**config.mk**
```make
export PLATFORM = sky130hd
export DESIGN_NAME = ysyx_25020037_rd_arbiter
export DESIGN_NICKNAME = d
export VERILOG_FILES = /design/src/rtl/ysyx_25020037_rd_arbiter.sv
export SDC_FILE = /design/constraint.sdc
export NUM_CORES = 1
export LEC_CHECK = 0
export CORE_AREA = 2 2 83 85
export DETAILED_ROUTE_END_ITERATION = 10
export DIE_AREA = 0 0 85 87
export PLACE_DENSITY = 0.78
export SLEW_MARGIN = 20
export SYNTH_ARGS = -nofsm -noshare
export SYNTH_HDL_FRONTEND = slang
export SYNTH_SLANG_ARGS = --single-unit
```
**constraint.sdc**
```tcl
create_clock -name clk -period 3.85 [get_ports clk]
set_input_delay 0.9625 -clock clk [delete_from_list [all_inputs] [get_ports clk]]
set_output_delay 0.9625 -clock clk [all_outputs]
set_load 0.03 [all_outputs]
```
**src/rtl/ysyx_25020037_rd_arbiter.sv**
```systemverilog
// ysyx_25020037_rd_arbiter
//   Shares one AXI4-Lite read port between the IFU and the LSU, one
//   outstanding read at a time. Simultaneous requests alternate
//   round-robin; all other conflicts are served in arrival order.
//
// Ports
//   clk, rst                 clock, asynchronous active-low reset
//   ifu_ar*/ifu_r*           IFU read master (slave side of this block)
//   lsu_ar*/lsu_r*           LSU read master (slave side of this block)
//   m_ar*/m_r*               shared read port towards memory / SoC
//
// Optional feature macro: ARB_TIMEOUT_EN
//   When defined, a grant left open for TIMEOUT_CYCLES cycles is closed
//   with a DECERR response to its master; a response the slave still
//   owes is then drained and discarded before the next grant.
//
// State    | meaning
// ---------+------------------------------------------------------------
// IDLE     | no grant; requests sampled and arbitrated here
// GNT_IFU  | IFU owns the port (AR phase until ar_done, then R phase)
// GNT_LSU  | LSU owns the port (AR phase until ar_done, then R phase)
// ERR      | (ARB_TIMEOUT_EN) timed-out master gets DECERR until rready

module ysyx_25020037_rd_arbiter #(
  parameter int unsigned TIMEOUT_CYCLES = 255
) (
  input  logic        clk,
  input  logic        rst,

  input  logic [31:0] ifu_araddr,
  input  logic        ifu_arvalid,
  output logic        ifu_arready,
  output logic [31:0] ifu_rdata,
  output logic [1:0]  ifu_rresp,
  output logic        ifu_rvalid,
  input  logic        ifu_rready,

  input  logic [31:0] lsu_araddr,
  input  logic        lsu_arvalid,
  output logic        lsu_arready,
  output logic [31:0] lsu_rdata,
  output logic [1:0]  lsu_rresp,
  output logic        lsu_rvalid,
  input  logic        lsu_rready,

  output logic [31:0] m_araddr,
  output logic        m_arvalid,
  input  logic        m_arready,
  input  logic [31:0] m_rdata,
  input  logic [1:0]  m_rresp,
  input  logic        m_rvalid,
  output logic        m_rready
);

`ifdef ARB_TIMEOUT_EN
  typedef enum logic [1:0] {IDLE = 2'd0, GNT_IFU = 2'd1, GNT_LSU = 2'd2, ERR = 2'd3} state_t;
`else
  typedef enum logic [1:0] {IDLE = 2'd0, GNT_IFU = 2'd1, GNT_LSU = 2'd2} state_t;
`endif

  state_t      state_q, state_d;
  logic        last_lsu_q, last_lsu_d;   // 1: LSU was the last master served
  logic        ar_done_q, ar_done_d;

  logic        sel_lsu;
  logic [31:0] req_araddr;
  logic        req_arvalid;
  logic        req_rready;

`ifdef ARB_TIMEOUT_EN
  logic [7:0]  wait_cnt_q, wait_cnt_d;
  logic        drain_q, drain_d;
`else
  // The timeout length has no meaning without the timeout logic.
  logic [7:0]  unused_timeout;
  assign unused_timeout = 8'(TIMEOUT_CYCLES);
`endif

  always_ff @(posedge clk or negedge rst) begin
    if (!rst) begin
      state_q    <= IDLE;
      last_lsu_q <= 1'b0;
      ar_done_q  <= 1'b0;
`ifdef ARB_TIMEOUT_EN
      wait_cnt_q <= 8'd0;
      drain_q    <= 1'b0;
`endif
    end else begin
      state_q    <= state_d;
      last_lsu_q <= last_lsu_d;
      ar_done_q  <= ar_done_d;
`ifdef ARB_TIMEOUT_EN
      wait_cnt_q <= wait_cnt_d;
      drain_q    <= drain_d;
`endif
    end
  end

  assign sel_lsu     = (state_q == GNT_LSU);
  assign req_araddr  = sel_lsu ? lsu_araddr  : ifu_araddr;
  assign req_arvalid = sel_lsu ? lsu_arvalid : ifu_arvalid;
  assign req_rready  = sel_lsu ? lsu_rready  : ifu_rready;

  always_comb begin
    state_d     = state_q;
    last_lsu_d  = last_lsu_q;
    ar_done_d   = ar_done_q;
    m_araddr    = 32'd0;
    m_arvalid   = 1'b0;
    m_rready    = 1'b0;
    ifu_arready = 1'b0;
    ifu_rdata   = 32'd0;
    ifu_rresp   = 2'b00;
    ifu_rvalid  = 1'b0;
    lsu_arready = 1'b0;
    lsu_rdata   = 32'd0;
    lsu_rresp   = 2'b00;
    lsu_rvalid  = 1'b0;
`ifdef ARB_TIMEOUT_EN
    wait_cnt_d  = wait_cnt_q;
    drain_d     = drain_q;
    // The beat owed by a timed-out read is swallowed here; it never
    // reaches either master.
    if (drain_q) begin
      m_rready = 1'b1;
      if (m_rvalid) drain_d = 1'b0;
    end
`endif

    case (state_q)
      IDLE: begin
`ifdef ARB_TIMEOUT_EN
        wait_cnt_d = 8'd0;
        if (!drain_q) begin
`else
        begin
`endif
          if (ifu_arvalid && lsu_arvalid)
            state_d = last_lsu_q ? GNT_IFU : GNT_LSU;
          else if (ifu_arvalid)
            state_d = GNT_IFU;
          else if (lsu_arvalid)
            state_d = GNT_LSU;
        end
      end

      GNT_IFU, GNT_LSU: begin
        if (!ar_done_q) begin
          m_araddr  = req_araddr;
          m_arvalid = req_arvalid;
          if (sel_lsu) lsu_arready = m_arready;
          else         ifu_arready = m_arready;
          // A master withdrawing its request before the address was taken
          // simply loses the grant; it does not count as having been served.
          if (!req_arvalid)
            state_d = IDLE;
          else if (m_arready)
            ar_done_d = 1'b1;
        end else begin
          m_rready = req_rready;
          if (sel_lsu) begin
            lsu_rvalid = m_rvalid;
            lsu_rdata  = m_rdata;
            lsu_rresp  = m_rresp;
          end else begin
            ifu_rvalid = m_rvalid;
            ifu_rdata  = m_rdata;
            ifu_rresp  = m_rresp;
          end
          if (m_rvalid && req_rready) begin
            state_d    = IDLE;
            last_lsu_d = sel_lsu;
            ar_done_d  = 1'b0;
          end
        end
`ifdef ARB_TIMEOUT_EN
        wait_cnt_d = wait_cnt_q + 8'd1;
        if (state_d != IDLE && wait_cnt_q == 8'(TIMEOUT_CYCLES - 1)) begin
          state_d    = ERR;
          // last_grant is updated on entry so ERR can use it to know
          // which master owns the error response.
          last_lsu_d = sel_lsu;
          ar_done_d  = 1'b0;
          drain_d    = ar_done_q | (m_arvalid & m_arready);
        end
`endif
      end

`ifdef ARB_TIMEOUT_EN
      ERR: begin
        if (last_lsu_q) begin
          lsu_rvalid = 1'b1;
          lsu_rresp  = 2'b11;
          if (lsu_rready) state_d = IDLE;
        end else begin
          ifu_rvalid = 1'b1;
          ifu_rresp  = 2'b11;
          if (ifu_rready) state_d = IDLE;
        end
      end
`endif

      default: state_d = IDLE;
    endcase
  end

endmodule
```
# After elaboration in Yosys (flattened, before gate mapping)
# Index checks and enable logic that the tools add are counted.
[word_totals]
regBits = 4
latch_bits = 0
ramBits = 0
mem_bits_ro = 0
inputBits = 106
output_inout_bits = 106
word_cells = 59
mem_count = 0
[op_classes]
addsub = 0
n_mul = 0
div = 0
magnitude_cmp = 0
eq_ne = 5
shifts = 0
mux = 45
n_bitwise = 0
reduce_logical = 6
[ops]
columns = ["op", "count"]
rows = [
  ["$mux W32", 9],
  ["$mux W2", 13],
  ["$mux W1", 22],
  ["$ne A3 B3 Y1 const B", 2],
  ["$reduce_and A3 Y1", 2],
  ["$ne A4 B4 Y1 const B", 1],
  ["$pmux W2 S2", 1],
  ["$eq A2 B1 Y1 const B", 1],
  ["$eq A2 B2 Y1 const B", 1],
  ["$logic_and A1 B1 Y1", 2],
  ["$logic_not A2 Y1", 1],
  ["$reduce_or A2 Y1", 1],
]

# Logic depth before layout (Yosys ltp)
[logic_depth]
depth_word = 6
depth_mapped = 7
mapped_depth_nobuf = 6

# Worst setup path before layout
# No wires, ideal clock.
[synth_timing]
kind = "reg2out"
start = "register state_q[1]"
end = "output lsu_rdata[12]"
arrival_time_ns = 1.751
required_ns = 2.888
slack_ns = 1.137
stages_incl_launch_ff = 7
path_buffers = 2
path_cell_list = "dfrtp_1 inv_1 ha_1 clkbuf_1 buf_2 nand2_1 nor2_1"
[synth_between]
elab_chain_cells = 4
word_cells_on_any_way = 6
[synth_lines]
columns = ["item", "line_no", "text"]
rows = [
  ["start: declaration", "61", "state_t state_q, state_d;"],
  ["start signal: assignment", "89", "state_q <= state_d;"],
  ["$eq A2 B2 Y1", "99, 130", ""],
  ["$mux W32", "161", "if (sel_lsu) begin"],
  ["$mux W32", "148", "if (!ar_done_q) begin"],
  ["$mux W32 (*)", "130", "case (state_q)"],
  ["end: declaration", "41", "output logic [31:0] lsu_rdata,"],
]
# Every way passes the cells marked *; elsewhere a longest branch is shown, timed or not.

# Worst setup path after layout
[layout_timing]
start = "input m_rvalid"
end = "output lsu_rvalid"
[layout_between]
elab_chain_cells = 3
[layout_lines]
columns = ["item", "line_no", "text"]
rows = [
  ["start: declaration", "51", "input logic m_rvalid,"],
  ["$mux W1", "161", ""],
  ["$mux W1", "148", ""],
  ["$mux W1", "130", ""],
  ["end: declaration", "43", "output logic lsu_rvalid,"],
]
# No other way between the ends.

==> reports/metrics.csv <==
stage,metric,value,unit
run_status,run status,finished clean,
logic_synthesis,share of the synthesized area in the top cell type,0.313,
critical_path,largest fanout on the critical path,4,
logic_synthesis,YS warnings,0,
timing,fmax,0.286,GHz
clocking,CTS tree,yes,
critical_path,CP Cell Sequence,clkdlybuf4s50_1 > nand2_1 > nor2_1 > clkdlybuf4s50_1,
timing,final hold vios,0,
die,chip width,85,µm
cells_and_area,fillers,636,
global_route,largest net degree at the start of global routing,37,
critical_path,R2R cell count,7,
timing,Slew @ Worst Pin,0.524,ns
pwr,Leak,1.40,nW
logic_synthesis,Post-Syn Instances,225,
place,Placer Congestion,0.835,
critical_path,"Data required, critical path",2.89,ns
logic_synthesis,asr flop ratio synth,1.00,
critical_path,Worst Setup End Kind,output pin,
cells_and_area,area delta synth->final,169,%
critical_path,Startpoint Class,input port,
logic_synthesis,synth top area cells,"nor2_1 31%, mux2i_1 29%, nand2_1 12%, dfrtp_1 7.9%, clkbuf_1 3.6%",
timing,period utilization,0.908,
timing,setup TNS,0,ns
logic_synthesis,cell area after synthesis,1260,µm²
place,IO Port Bufs,211,
pwr,Clock Power Share,0.035,
critical_path,CP arrival,2.53,ns
critical_path,Reg-to-Reg Start,state_q[1]$_DFFE_PN0P_,
critical_path,crit path buf inv count,2,
critical_path,critical path type,in -> out,
die,IO Pins,212,
clocking,post-cts sizing count,0,
logic_synthesis,largest area contributor in the netlist,nor2_1,
die,Core ar.,6570,µm²
die,Die H,87,µm
logic_synthesis,Syn Nets,334,
routing,Remaining DRCs,0,
routing,first-pass detailed-route iteration total,4,
critical_path,crit path from,m_rvalid,
routing,DR iter-0 viols,26,
logic_synthesis,top-count cell post-synth,nor2_1,
critical_path,critical path's most frequent cell,clkdlybuf4s50_1,
pwr,Switching Share,0.593,
worst_hold_path,WHS Path Cells,2,
timing,"Slew Viols, Final",0,
pwr,Internal Power,0.000995,W
global_route,overall global routing resource usage,0.159,
timing,Layout Skew,0.00374,ns
critical_path,critical path's slowest cell,clkdlybuf4s50_1,
logic_synthesis,dominant synthesized flop cell,dfrtp_1,
timing,min Tclk post-route,3.50,ns
run,Max-Cap Viols,0,
clocking,maximum clock path buffer count,2,
place,pre-CTS setup slack,0.352,ns
logic_synthesis,synth unique cells,21,
critical_path,Top delay family on crit path,buffers and inverters,
clocking,CTS root buf,clkbuf_8,
routing,Routed Antenna Nets,0,
worst_hold_path,path type of the worst min-delay path,reg -> reg,
clocking,CTS Hold Buffers Added,0,
global_route,global route overflow,0,
timing,endpoints failing setup,0,
critical_path,Crit path largest cell delay,0.68,ns
logic_synthesis,Synth Register Bits,4,
cells_and_area,diode count,0,
cells_and_area,nets,535,
clocking,Num CTS Buffers,3,
pwr,Sequential Power Share,0.033,
cells_and_area,share of layout cells above drive strength 1,0.106,
worst_hold_path,worst hold path endpoint,last_lsu_q$_DFFE_PN0P_,
routing,Via density,4.41,
die,die area,7400,µm²
clocking,postcts setup bufs,0,
pwr,Pwr Density,720,nW/µm²
logic_synthesis,Avg Inst Size Synth,5.61,µm²
timing,PnR worst setup slack,0.354,ns
logic_synthesis,sequential area share after synthesis,0.0794,
clocking,H-Tree Depth,1,
timing,Max-slew headroom,0.651,
routing,routed len/inst,13.5,µm
global_route,vias in the first global route,2120,
timing,RSZ-0062 raised after global routing,no,
worst_hold_path,HP Start,last_lsu_q$_DFFE_PN0P_,
pwr,Comb pwr share,0.932,
clocking,# clock sinks,4,
die,Initial Utilization,0.192,
global_route,initial antenna violation count,0,
routing,DRT Wirelength,6790,µm
pwr,total power,0.00244,W
timing,worst hold slack,0.560,ns
pwr,Switching Power,0.00145,W
clocking,Clock transition at path regs,0.03,ns
logic_synthesis,top post-synthesis cells by count,"105 x nor2_1, 40 x nand2_1, 36 x mux2i_1",
global_route,global-route wire length before repair,9810,µm
clocking,worst-skew pair later-pin latency,0.21,ns
die,row count,30,
critical_path,flop2flop setup slack,1.90,ns
place,dpl hpwl,5500,µm
routing,vias post-DR,2224,
pwr,VDD IR max,550,µV
critical_path,reg2reg end,state_q[0]$_DFFE_PN0P_,
logic_synthesis,"EDFF count, synth",0,
[cell type report]
cell class	count	area, µm²	share of cell area
Tap cell	80	100	0.0295
Multi-Input combinational cell	199	1060	0.314
Sequential cell	4	100	0.0295
Clock buffer	3	41.3	0.0122
Timing Repair Buffer	216	2080	0.613
Inverter	2	7.51	0.00221
[sequential cells by signal, summed over array words and instances, names as in the netlist]
register / flops
state_q: 2
ar_done_q: 1
last_lsu_q: 1
[metrics by stage]
step / util / instances / cell area (µm²)
after floorplan: - / 225 / 1260
after global placement: 0.510 / 501 / 3350
final: 0.517 / 504 / 3390
after CTS: 0.517 / 504 / 3390
after detailed placement: 0.510 / 501 / 3350
after global routing: 0.517 / 504 / 3390
[power groups by stage]
| stage | sequential [W] | combinational [W] | clock (W) |
|---|---|---|---|
| 3_3_place_gp | 0.0000781 | 0.00228 | 0 |
| 4_1_cts | 0.0000802 | 0.00230 | 0.0000866 |
| 2_1_floorplan | 0.0000643 | 0.00150 | 0 |
| 5_1_grt | 0.0000831 | 0.00242 | 0.0000893 |
| 3_5_place_dp | 0.0000811 | 0.00229 | 0 |
| 6_report | 0.0000795 | 0.00228 | 0.0000857 |
[cell families after synthesis]
family / after synthesis / synth area share
AO/OA/AOI/OAI: 5 / 0.0397
AND/OR/NAND/NOR: 155 / 0.487
adder cells (fa/ha/maj): 3 / 0.0298
buffers and inverters: 22 / 0.0784
multiplexers: 36 / 0.286
flip-flops: 4 / 0.0794
[tightest hold or removal path, delay by kind of cell (launching register included)]
| family | cells | cell delay (ns) |
|---|---|---|
| AOI/OAI and AO/OA | 1 | 0.07 |
| and+or+nand+nor | 1 | 0.08 |
| DFF | 1 | 0.36 |
[worst max path at each step]
stage                          endpoint  depth (start not counted)
after floorplan           lsu_rdata[12]                          6
after global placement       lsu_rvalid                          4
after detailed placement     lsu_rvalid                          4
after CTS                    lsu_rvalid                          4
after global routing       lsu_rdata[8]                          6
final                        lsu_rvalid                          4
[routing by layer]
layer | routed length, µm | global-route usage | up-vias
met2 | 3170 | 0.286 | 136
li1 | - | - | 1106
met4 | 121 | 0.0390 | 0
met5 | 0 | 0 | -
met3 | 825 | 0.0569 | 8
met1 | 2670 | 0.180 | 974
[placed cells by master (no fill, tap or decap)]
| master | instances |
|---|---|
| clkdlybuf4s50_1 | 178 |
| nor2_1 | 105 |
| nand2_1 | 40 |
| buf_4 | 37 |
| mux2i_1 | 36 |
| dfrtp_1 | 4 |
| nand2b_1 | 3 |
| clkbuf_8 | 3 |
| inv_1 | 2 |
| o21ai_1 | 2 |
| ha_1 | 2 |
| nor2_2 | 1 |
| nor2b_1 | 1 |
| and3_1 | 1 |
| a41oi_1 | 1 |
| nand4_1 | 1 |
| a21oi_1 | 1 |
| nand3_1 | 1 |
| nand2b_4 | 1 |
| nor3b_1 | 1 |
| a311oi_4 | 1 |
| ha_2 | 1 |
| buf_12 | 1 |
(Power assumes the default switching activity.)
